$ cat config.mk
export PLATFORM = sky130hd
export DESIGN_NAME = jogo_memoria_param
export DESIGN_NICKNAME = d
export VERILOG_FILES = /design/src/rtl/jogo_memoria_param.sv
export SDC_FILE = /design/constraint.sdc
export NUM_CORES = 1
export LEC_CHECK = 0
export ABC_AREA = 1
export BUFFER_PORTS_ARGS = -buffer_cell sky130_fd_sc_hd__buf_2
export CORE_MARGIN = 2
export CORE_UTILIZATION = 49
export CTS_BUF_LIST = sky130_fd_sc_hd__clkbuf_4
export DETAILED_ROUTE_END_ITERATION = 7
export PLACE_DENSITY = 0.72
export SYNTH_ARGS = -nofsm -noshare
export SYNTH_HDL_FRONTEND = slang
export SYNTH_SLANG_ARGS = --single-unit
$ cat constraint.sdc
create_clock -name clock -period 2.2 [get_ports clock]
set_clock_uncertainty 0.2 [all_clocks]
set_input_delay 0.11 -clock clock [delete_from_list [all_inputs] [get_ports clock]]
set_output_delay 0.11 -clock clock [all_outputs]
set_load 0.01 [all_outputs]
$ cat src/rtl/jogo_memoria_param.sv
// Memory game: the player repeats a growing one-hot sequence read from an internal ROM,
// one extra step per round, until the latched final round is cleared, a play is wrong, or time runs out.
module jogo_memoria_param #(
  parameter  int N_BOTOES       = 4,
  parameter  int PROFUNDIDADE   = 16,
  parameter  int TIMEOUT_CICLOS = 5000,
  localparam int AW             = $clog2(PROFUNDIDADE)
) (
  input  logic                clock,
  input  logic                reset,
  input  logic                iniciar,
  input  logic [AW-1:0]       nivel,
  input  logic [N_BOTOES-1:0] botoes,
  output logic                acertou,
  output logic                errou,
  output logic                pronto,
  output logic [N_BOTOES-1:0] leds,
  output logic [3:0]          db_estado,
  output logic [AW-1:0]       db_contagem,
  output logic [AW-1:0]       db_limite,
  output logic                db_tem_jogada,
  output logic                db_timeout,
  output logic                db_igual
);

  localparam int TW = $clog2(TIMEOUT_CICLOS);
  localparam logic [TW-1:0] TIMER_MAX = TW'(TIMEOUT_CICLOS - 1);
  localparam logic [AW-1:0] NIVEL_MAX = AW'(PROFUNDIDADE - 1);

  typedef enum logic [3:0] {
    INICIAL     = 4'h0,
    PREPARA     = 4'h1,
    ESPERA      = 4'h2,
    REGISTRA    = 4'h3,
    COMPARA     = 4'h4,
    PROXIMO     = 4'h5,
    PROX_RODADA = 4'h6,
    FIM_ACERTO  = 4'hA,
    FIM_TIMEOUT = 4'hD,
    FIM_ERRO    = 4'hE
  } estado_t;

  estado_t             state_q;
  logic [AW-1:0]       contagem_q;
  logic [AW-1:0]       limite_q;
  logic [AW-1:0]       limite_final_q;
  logic [N_BOTOES-1:0] jogada_q;
  logic [TW-1:0]       timer_q;
  logic                botao_ant_q;
  logic                tem_jogada_q;
  logic [N_BOTOES-1:0] rom_val;
  logic                igual;

  // ROM contents are implicit: address a holds the one-hot value with bit (a mod N_BOTOES) set.
  always_comb begin
    rom_val = '0;
    for (int i = 0; i < N_BOTOES; i++) begin
      rom_val[i] = ((int'(contagem_q) % N_BOTOES) == i);
    end
  end

  assign igual = (jogada_q == rom_val);

  always_ff @(posedge clock) begin
    if (!reset) begin
      state_q        <= INICIAL;
      contagem_q     <= '0;
      limite_q       <= '0;
      limite_final_q <= '0;
      jogada_q       <= '0;
      timer_q        <= '0;
      botao_ant_q    <= 1'b0;
      tem_jogada_q   <= 1'b0;
    end else begin
      // One pulse per press: rising edge of "any button down", however long it is held.
      botao_ant_q  <= |botoes;
      tem_jogada_q <= (|botoes) & ~botao_ant_q;
      timer_q      <= '0;
      case (state_q)
        INICIAL: if (iniciar) state_q <= PREPARA;
        PREPARA: begin
          contagem_q     <= '0;
          limite_q       <= '0;
          jogada_q       <= '0;
          limite_final_q <= (nivel > NIVEL_MAX) ? NIVEL_MAX : nivel;
          state_q        <= ESPERA;
        end
        ESPERA: begin
          // A play arriving on the last allowed cycle still counts.
          if (tem_jogada_q)               state_q <= REGISTRA;
          else if (timer_q == TIMER_MAX)  state_q <= FIM_TIMEOUT;
          else                            timer_q <= timer_q + TW'(1);
        end
        REGISTRA: begin
          jogada_q <= botoes;
          state_q  <= COMPARA;
        end
        COMPARA: begin
          if (!igual)                          state_q <= FIM_ERRO;
          else if (contagem_q != limite_q)     state_q <= PROXIMO;
          else if (limite_q == limite_final_q) state_q <= FIM_ACERTO;
          else                                 state_q <= PROX_RODADA;
        end
        PROXIMO: begin
          contagem_q <= contagem_q + AW'(1);
          state_q    <= ESPERA;
        end
        PROX_RODADA: begin
          limite_q   <= limite_q + AW'(1);
          contagem_q <= '0;
          state_q    <= ESPERA;
        end
        FIM_ACERTO, FIM_ERRO, FIM_TIMEOUT: if (iniciar) state_q <= PREPARA;
        default: state_q <= INICIAL;
      endcase
    end
  end

  assign acertou       = (state_q == FIM_ACERTO);
  assign errou         = (state_q == FIM_ERRO) || (state_q == FIM_TIMEOUT);
  assign pronto        = acertou || errou;
  assign db_timeout    = (state_q == FIM_TIMEOUT);
  assign leds          = jogada_q;
  assign db_estado     = state_q;
  assign db_contagem   = contagem_q;
  assign db_limite     = limite_q;
  assign db_tem_jogada = tem_jogada_q;
  assign db_igual      = igual;

endmodule
After elaboration in Yosys (flattened, before gate mapping)

Cells that the tools add are included.

Register bits after elaboration: 35
Word-level logic and storage cells: 58

$add $sub $neg: 3
$lt $le $gt $ge: 1
Eq/ne operators: 18
Multiplexer cells: 11
Bitwise logic cells: 4
Reductions and logical operators: 13

Operators with widths:

| cell                    | number |
|---|---|
| $logic_not A32 Y1       | 1 |
| $mux W4                 | 7 |
| $pmux W4 S2             | 3 |
| $pmux W4 S5             | 1 |
| $add A13 B1 Y13 const B | 1 |
| $eq A13 B13 Y1 const B  | 1 |
| $eq A4 B3 Y1 const B    | 3 |
| $eq A4 B4 Y1 const B    | 3 |
| $reduce_or A4 Y1        | 3 |
| $add A4 B1 Y4 const B   | 2 |
| $eq A4 B2 Y1 const B    | 2 |
| $eq A4 B4 Y1            | 2 |
| $reduce_bool A2 Y1      | 3 |
| $eq A2 B2 Y1 const B    | 2 |
| $eq A4 B1 Y1 const B    | 1 |
| $gt A4 B4 Y1 const B    | 1 |
| $logic_not A4 Y1        | 1 |
| $ne A4 B4 Y1            | 1 |
| $ne A3 B3 Y1 const B    | 1 |
| $not A1 Y1              | 3 |
| $reduce_or A3 Y1        | 1 |
| $eq A2 B1 Y1 const B    | 1 |
| $logic_or A1 B1 Y1      | 2 |
| $ne A2 B1 Y1 const B    | 1 |
| 3 further kinds         | 3 |

Longest topological paths before layout

Gate-level depths: netlist of run 1.

Word-level depth: 5
Gate-level depth with buffers: 11

Worst setup path after synthesis of run 1

OpenSTA, ideal clock, no wires.

Kind: register to register
Start point: reg contagem_q[0] (netlist: db_contagem[0])
End point: reg state_q[1] (netlist: db_estado[1])
Arrival time: 1596 ps
Required time: 1890 ps
Slack: 294 ps
Cell stages (with the launch flop): 11
Buffers on the path: 0
Period minus slack after synthesis: 1906 ps
Cells stage by stage: dfxtp_1 inv_1 ha_1 xnor2_1 nand2_1 nor2_1 nand2_1 a21oi_1 nand3_1 nand2_1 inv_1

Longest elaborated chain between the ends: 4
Elaborated cells between the ends (all ways): 9

Ends and longest elaborated chain:

| element                                   | line | source |
|---|---|---|
| start: declaration                        | 44   | `logic [AW-1:0] contagem_q;` |
| start signal: assignment                  | 105  | `contagem_q <= contagem_q + AW'(1);` |
| $logic_not A32 Y1 (tied with other cells) | 58   | `rom_val[i] = ((int'(contagem_q) % N_BOTOES) == i);` |
| $eq A4 B4 Y1 *                            | 62   | `assign igual = (jogada_q == rom_val);` |
| net db_igual                              | 23   | `output logic db_igual` |
| $mux W4 *                                 | 99   | `if (!igual) state_q <= FIM_ERRO;` |
| $pmux W4 S5 *                             | 79   | `case (state_q)` |
| end signal: assignment                    | 80   | `INICIAL: if (iniciar) state_q <= PREPARA;` |
| end signal: assignment                    | 99   |  |
| end signal: assignment                    | 100  | `else if (contagem_q != limite_q) state_q <= PROXIMO;` |
| end: declaration                          | 43   | `estado_t state_q;` |

The timed path passes the listed nets; every way through them passes the cells marked *.
A chain may end at the register's enable or synchronous reset.

Worst setup path after layout of run 1

Start point: reg contagem_q[0] (netlist: db_contagem[0])
End point: out db_igual

Longest elaborated chain between the ends: 2
Elaborated cells between the ends (all ways): 5

Ends and longest elaborated chain:

| element                                   | line |
|---|---|
| $logic_not A32 Y1 (tied with other cells) | 58 |
| $eq A4 B4 Y1 *                            | 62 |
| end: declaration                          | 23 |

Every way passes the cells marked *; elsewhere a longest branch is shown, timed or not.

==> results.sh, run 1 <==
export IMPL_path_class="register to primary output"
export IMPL_cts_tree="built"
export IMPL_drv_slew=0
export IMPL_die_area_mm2=0.00416
export IMPL_detail_route_vias_per_cell=4.77
export IMPL_p_leak_nw=0.984
export IMPL_r2r_start="db_contagem[0]"
export IMPL_min_path_type="primary input to register"
export IMPL_die_w_um=64.5
export IMPL_synth_nets=266
export IMPL_synth_area_per_cell_um2=7.21
export IMPL_insertion_delay_ns=0.34
export IMPL_required_ns=1.89
export IMPL_start_kind="register"
export IMPL_setup_tns_ns=0
export IMPL_timing_rr_end="db_estado[1]"
export IMPL_synthSimpleGateAreaFrac_pct=33.6
export IMPL_htree_num_levels=2
export IMPL_coreArea_mm2=0.00342
export IMPL_rsz0062_at_grt="false"
export IMPL_reg2reg_slack_ns=0.31
export IMPL_vias=1642
export IMPL_synth_top_family_by_area="simple AND/OR/NAND/NOR gates"
export IMPL_synthMuxAreaShare_pct=0
export IMPL_synth_warnings=0
export IMPL_status="finished clean"
export IMPL_critPathMaxFanout=6
export IMPL_nets=314
export IMPL_cts_sinks=35
export IMPL_synthAdderAreaFrac_pct=4.18
export IMPL_row_count=21
export IMPL_drive_above_1_share_pct=19.1
export IMPL_dieHeight_um=64.5
export IMPL_routed_wl_mm=3.73
export IMPL_synth_top_area_share_pct=39.0
export IMPL_period_share_pct=93.2
export IMPL_place_congestion=0.888
export IMPL_finalSetupViolations=0
export IMPL_drtIter0Drc=64
export IMPL_reg2regPathDepth=10
export IMPL_fin_crit_ns=2.05
export IMPL_antenna_cells=0
export IMPL_antenna_found_initial=0
export IMPL_drv_cap=0
export IMPL_yosysSeqAreaShare_pct=39.0
export IMPL_end_kind="primary output"
export IMPL_synth_area_top_cells="dfxtp_1, nand2_1, inv_1"
export IMPL_final_area_mm2=0.00217
export IMPL_hold_depth=5
export IMPL_worstHoldStart="iniciar"
export IMPL_max_slew_margin_pct=68.1
export IMPL_antenna_left=0
export IMPL_design_power_total_mw=1.66
export IMPL_first_pass_iters=4
export IMPL_arrival_ns=1.74
export IMPL_worstMarginPinSlew_ns=0.476
export IMPL_drc=0
export IMPL_synth_seq_cells=35
export IMPL_synth_xor_area_share_pct=6.83
export IMPL_ios=33
export IMPL_ys_types=29
export IMPL_synth_top_area_cell="dfxtp_1"
export IMPL_synth_area_mm2=0.00180
export IMPL_p_per_area_mw_per_mm2=764
export IMPL_grt_pass1_vias=1539
export IMPL_grt_pass1_wl_mm=6.60
export IMPL_cts_buffer_depth=2
export IMPL_final_common_cell="nand2_1"
export IMPL_start_util_pct=52.6
export IMPL_synthToLayoutAreaGrowth_pct=20.6
export IMPL_fmax_ghz=0.488
export IMPL_holdPathEnd="db_estado[3]"
export IMPL_cts_setup_buffers=0
export IMPL_dp_hpwl_mm=2.71
export IMPL_synth_compound_area_share_pct=9.06
export IMPL_mostFrequentLayoutCells="nand2_1, dfxtp_1, buf_2, inv_1, nor2_1"
export IMPL_grt_max_degree=14
export IMPL_ir_drop_mv=0.569
export IMPL_cts_buffers=5
export IMPL_post_drt_wl_per_cell_um=10.8
export IMPL_cts_root_buffer="clkbuf_4"
export IMPL_postLayoutCoreUtil_pct=63.4
export IMPL_cts_clk_slew_worst_paths_ns=0.11
export IMPL_overflow=0
export IMPL_placed_area_mm2=0.00201
export IMPL_synth_cells=249
export IMPL_finalHoldViolations=0
export IMPL_port_buffers=32
export IMPL_grt_total_usage_pct=20.0
## what timing repair did
action / CTS / global route
gates resized for setup: 0 / 0
hold buffers: 10 / 0
endpoints found under the hold margin: 16 / 0
## synthesized netlist by cell type
library cell and instances:
nand2_1 66, dfxtp_1 35, inv_1 29, nor2_1 29, a21oi_1 16, nand3_1 9
xnor2_1 9, nor3_1 8, ha_1 6, nor2_2 5, o21ai_0 5, xor2_1 5
nor3b_2 4, nand2_2 3, nand4_1 3, clkbuf_1 2, inv_2 2, nor3b_1 2
a211oi_1 1, a21boi_1 1, a31oi_1 1, buf_4 1, nand3_2 1, nor2_4 1
nor4_1 1, o21bai_1 1, o22ai_1 1, o22ai_2 1, o311a_1 1
## kinds of logic (layout without fill, tap and decap cells)
kind of cell	after synthesis	after routing
flip-flops	35	35
adder cells (fa/ha/maj)	6	6
AO/OA/AOI/OAI	28	28
AND/OR/NAND/NOR	132	132
buffers and inverters	34	83
XOR/XNOR	14	14
## flip-flops by register name, summed over array words and instances, names as in the netlist
register / count
limite_final_q: 4
db_contagem: 4
botao_ant_q: 1
timer_q: 13
db_tem_jogada: 1
leds: 4
db_limite: 4
db_estado: 4
## how the worst max path moves through the flow
| stage | start | end | depth (start not counted) | slack (ns) |
|---|---|---|---|---|
| after global routing | db_contagem[0] | db_igual | 6 | 0.01 |
| after CTS | db_contagem[0] | db_igual | 6 | 0.13 |
| after detailed placement | db_contagem[0] | db_estado[1] | 10 | 0.33 |
| after floorplan | db_contagem[0] | db_estado[1] | 10 | 0.29 |
| after global placement | db_contagem[0] | db_estado[1] | 10 | 0.41 |
| final | db_contagem[0] | db_igual | 6 | 0.15 |
## per-stage QoR
stage | hold slack (ns) | setup WS [ns] | instances
floorplan | 0.0401 | 0.294 | 249
global placement | 0.139 | 0.405 | 326
detailed placement | 0.149 | 0.334 | 326
CTS | 0.0353 | 0.134 | 344
global route | 0.0983 | 0.0132 | 344
finish | 0.0469 | 0.151 | 344
## worst max-delay path, stage by stage (launching register included)
cell and delay [ns]:
dfxtp_1 0.43, inv_1 0.11, ha_1 0.22, xnor2_1 0.13, nand2_1 0.06, nor2_1 0.26
buf_2 0.20
## power by group
part	leakage (nW)	switching (mW)	internal, mW	total (mW)
Clock	0.0307	0.210	0.131	0.340
Sequential	0.284	0.0611	0.701	0.762
Combinational	0.669	0.351	0.202	0.553
## cell type report
type	count	area [µm²]
inverter	31	116
sequential	35	701
clock buffer	6	45.0
multi-input combinational	180	963
fill	323	1250
tap	46	57.6
timing repair buffer	44	275
clock inverter	2	7.51
## metal layers
metal / global-route usage (%) / wire length (µm) / up-vias
met4: 7.45 / 29 / 0
met1: 27.7 / 1940 / 707
met3: 4.17 / 210 / 4
li1: - / - / 885
met5: 0 / 0 / -
met2: 30.6 / 1550 / 46
Power figures use the tool's default switching activity.
==> inputs of run 2 (changes only) <==
--- a/config.mk
+++ b/config.mk
@@ -8,10 +8,10 @@
 export ABC_AREA = 1
 export BUFFER_PORTS_ARGS = -buffer_cell sky130_fd_sc_hd__buf_2
 export CORE_MARGIN = 2
-export CORE_UTILIZATION = 49
+export CORE_UTILIZATION = 55
 export CTS_BUF_LIST = sky130_fd_sc_hd__clkbuf_4
 export DETAILED_ROUTE_END_ITERATION = 7
-export PLACE_DENSITY = 0.72
+export PLACE_DENSITY = 0.86
 export SYNTH_ARGS = -nofsm -noshare
 export SYNTH_HDL_FRONTEND = slang
 export SYNTH_SLANG_ARGS = --single-unit
==> results.sh, run 2 (synthesis gave the netlist of run 1 again) <==
export IMPL_status="finished clean"
export IMPL_crit_chain="nor2_2, nand2_2, nor2_4, inv_1, nor2_1, nor2_1, dlygate4sd3_1"
export IMPL_grt_pass1_vias=1540
export IMPL_grt_total_usage_pct=23.5
export IMPL_detail_route_vias_per_cell=4.97
export IMPL_max_slew_margin_pct=72.3
export IMPL_dp_cells=323
export IMPL_cts_clk_slew_worst_paths_ns=0.11
export IMPL_antenna_found_initial=0
export IMPL_coreArea_mm2=0.00308
export IMPL_cts_root_buffer="clkbuf_4"
export IMPL_path_class="register to register"
export IMPL_end_kind="register"
export IMPL_post_drt_wl_per_cell_um=11.6
export IMPL_antenna_left=0
export IMPL_cts_tree="built"
export IMPL_drv_cap=0
export IMPL_holdWs_ns=0.0399
export IMPL_start_util_pct=58.3
export IMPL_ir_drop_mv=0.475
export IMPL_final_area_mm2=0.00221
export IMPL_die_area_mm2=0.00374
export IMPL_synthToLayoutAreaGrowth_pct=23.1
export IMPL_placed_area_mm2=0.00200
export IMPL_period_share_pct=92.6
export IMPL_cts_buffer_depth=2
export IMPL_cts_sinks=35
export IMPL_nets=315
export IMPL_grt_pass1_wl_mm=6.40
export IMPL_mostFrequentLayoutCells="nand2_1, dfxtp_1, buf_2, inv_1, nor2_1"
export IMPL_routed_wl_mm=3.98
export IMPL_cpMostUsedCell="nor2_1"
export IMPL_final_cells=343
export IMPL_first_pass_iters=4
export IMPL_drc=0
export IMPL_drive_above_1_share_pct=19.7
export IMPL_antenna_cells=0
export IMPL_critPathMaxFanout=6
export IMPL_largest_register="timer_q"
export IMPL_start_kind="register"
export IMPL_cts_setup_buffers=0
export IMPL_port_buffers=32
export IMPL_p_leak_nw=1.00
export IMPL_htree_num_levels=2
export IMPL_worstMarginPinSlew_ns=0.412
export IMPL_vias=1706
export IMPL_insertion_delay_ns=0.35
export IMPL_fmax_ghz=0.491
export IMPL_final_common_cell="nand2_1"
export IMPL_overflow=0
export IMPL_setup_tns_ns=0
export IMPL_critPathMaxStageDelay_ns=0.56
export IMPL_min_path_type="primary input to register"
export IMPL_dp_hpwl_mm=2.85
export IMPL_largest_reg_flops=13
export IMPL_dieHeight_um=61.1
export IMPL_finalSetupViolations=0
export IMPL_finalHoldViolations=0
export IMPL_fin_crit_ns=2.04
export IMPL_drtIter0Drc=70
export IMPL_rsz0062_at_grt="false"
export IMPL_place_congestion=0.817
export IMPL_required_ns=2.24
export IMPL_arrival_ns=2.08
export IMPL_ios=33
export IMPL_cts_buffers=5
export IMPL_drv_slew=0
export IMPL_row_count=20
export IMPL_p_per_area_mw_per_mm2=819
export IMPL_crit_slowest_cell="dlygate4sd3_1"
export IMPL_grt_max_degree=14
export IMPL_die_w_um=61.1
## run 2: area by class of cell
type	count	area [µm²]
clock buffer	5	37.5
clock inverter	3	38.8
fill	254	868
inverter	31	116
multi-input combinational	180	973
sequential	35	701
tap	44	55.1
timing repair buffer	45	288
## run 2: metal layers
layer / share of wire (%) / track usage [%] / vias up
met5: 0 / 0 / -
met1: 44 / 28.4 / 766
met4: 1.7 / 8.70 / 0
li1: - / - / 887
met3: 5.2 / 7.14 / 7
met2: 49 / 39.2 / 46
## run 2: stage by stage
| step | worst slack (ns) | power, mW | util [%] |
|---|---|---|---|
| 3_3_place_gp | 0.403 | 1.30 | 65.1 |
| 2_1_floorplan | 0.294 | 1.18 | - |
| 3_5_place_dp | 0.304 | 1.32 | 65.1 |
| 5_1_grt | 0.0241 | 1.94 | 71.8 |
| 6_report | 0.163 | 1.81 | 71.8 |
| 4_1_cts | 0.0126 | 1.80 | 71.5 |
## run 2: where the power goes
group | switching (mW) | internal [mW]
Clock | 0.214 | 0.234
Sequential | 0.0734 | 0.701
Combinational | 0.369 | 0.218
## run 2: worst paths after layout
kind | startpoint | endpoint | slack [ns] | depth (start not counted)
worst min-delay path | iniciar | db_estado[2] | 0.04 | 5
worst max register to register | db_estado[2] | limite_final_q[1] | 0.16 | 7
worst max-delay path | db_estado[2] | limite_final_q[1] | 0.16 | 7
worst min register to register | botao_ant_q | db_tem_jogada | 0.19 | 1
## run 2: repair_timing
item                                   CTS  global route
endpoints found under the hold margin   17             0
hold buffers                            12             0
resized for setup                        0             3
setup endpoints to repair                0             3
## run 2: critical path: cells and delay by family (launching register included)
family / cells / cell delay [ns]
simple gates: 5 / 0.69
buf+inv: 2 / 0.68
flops: 1 / 0.38
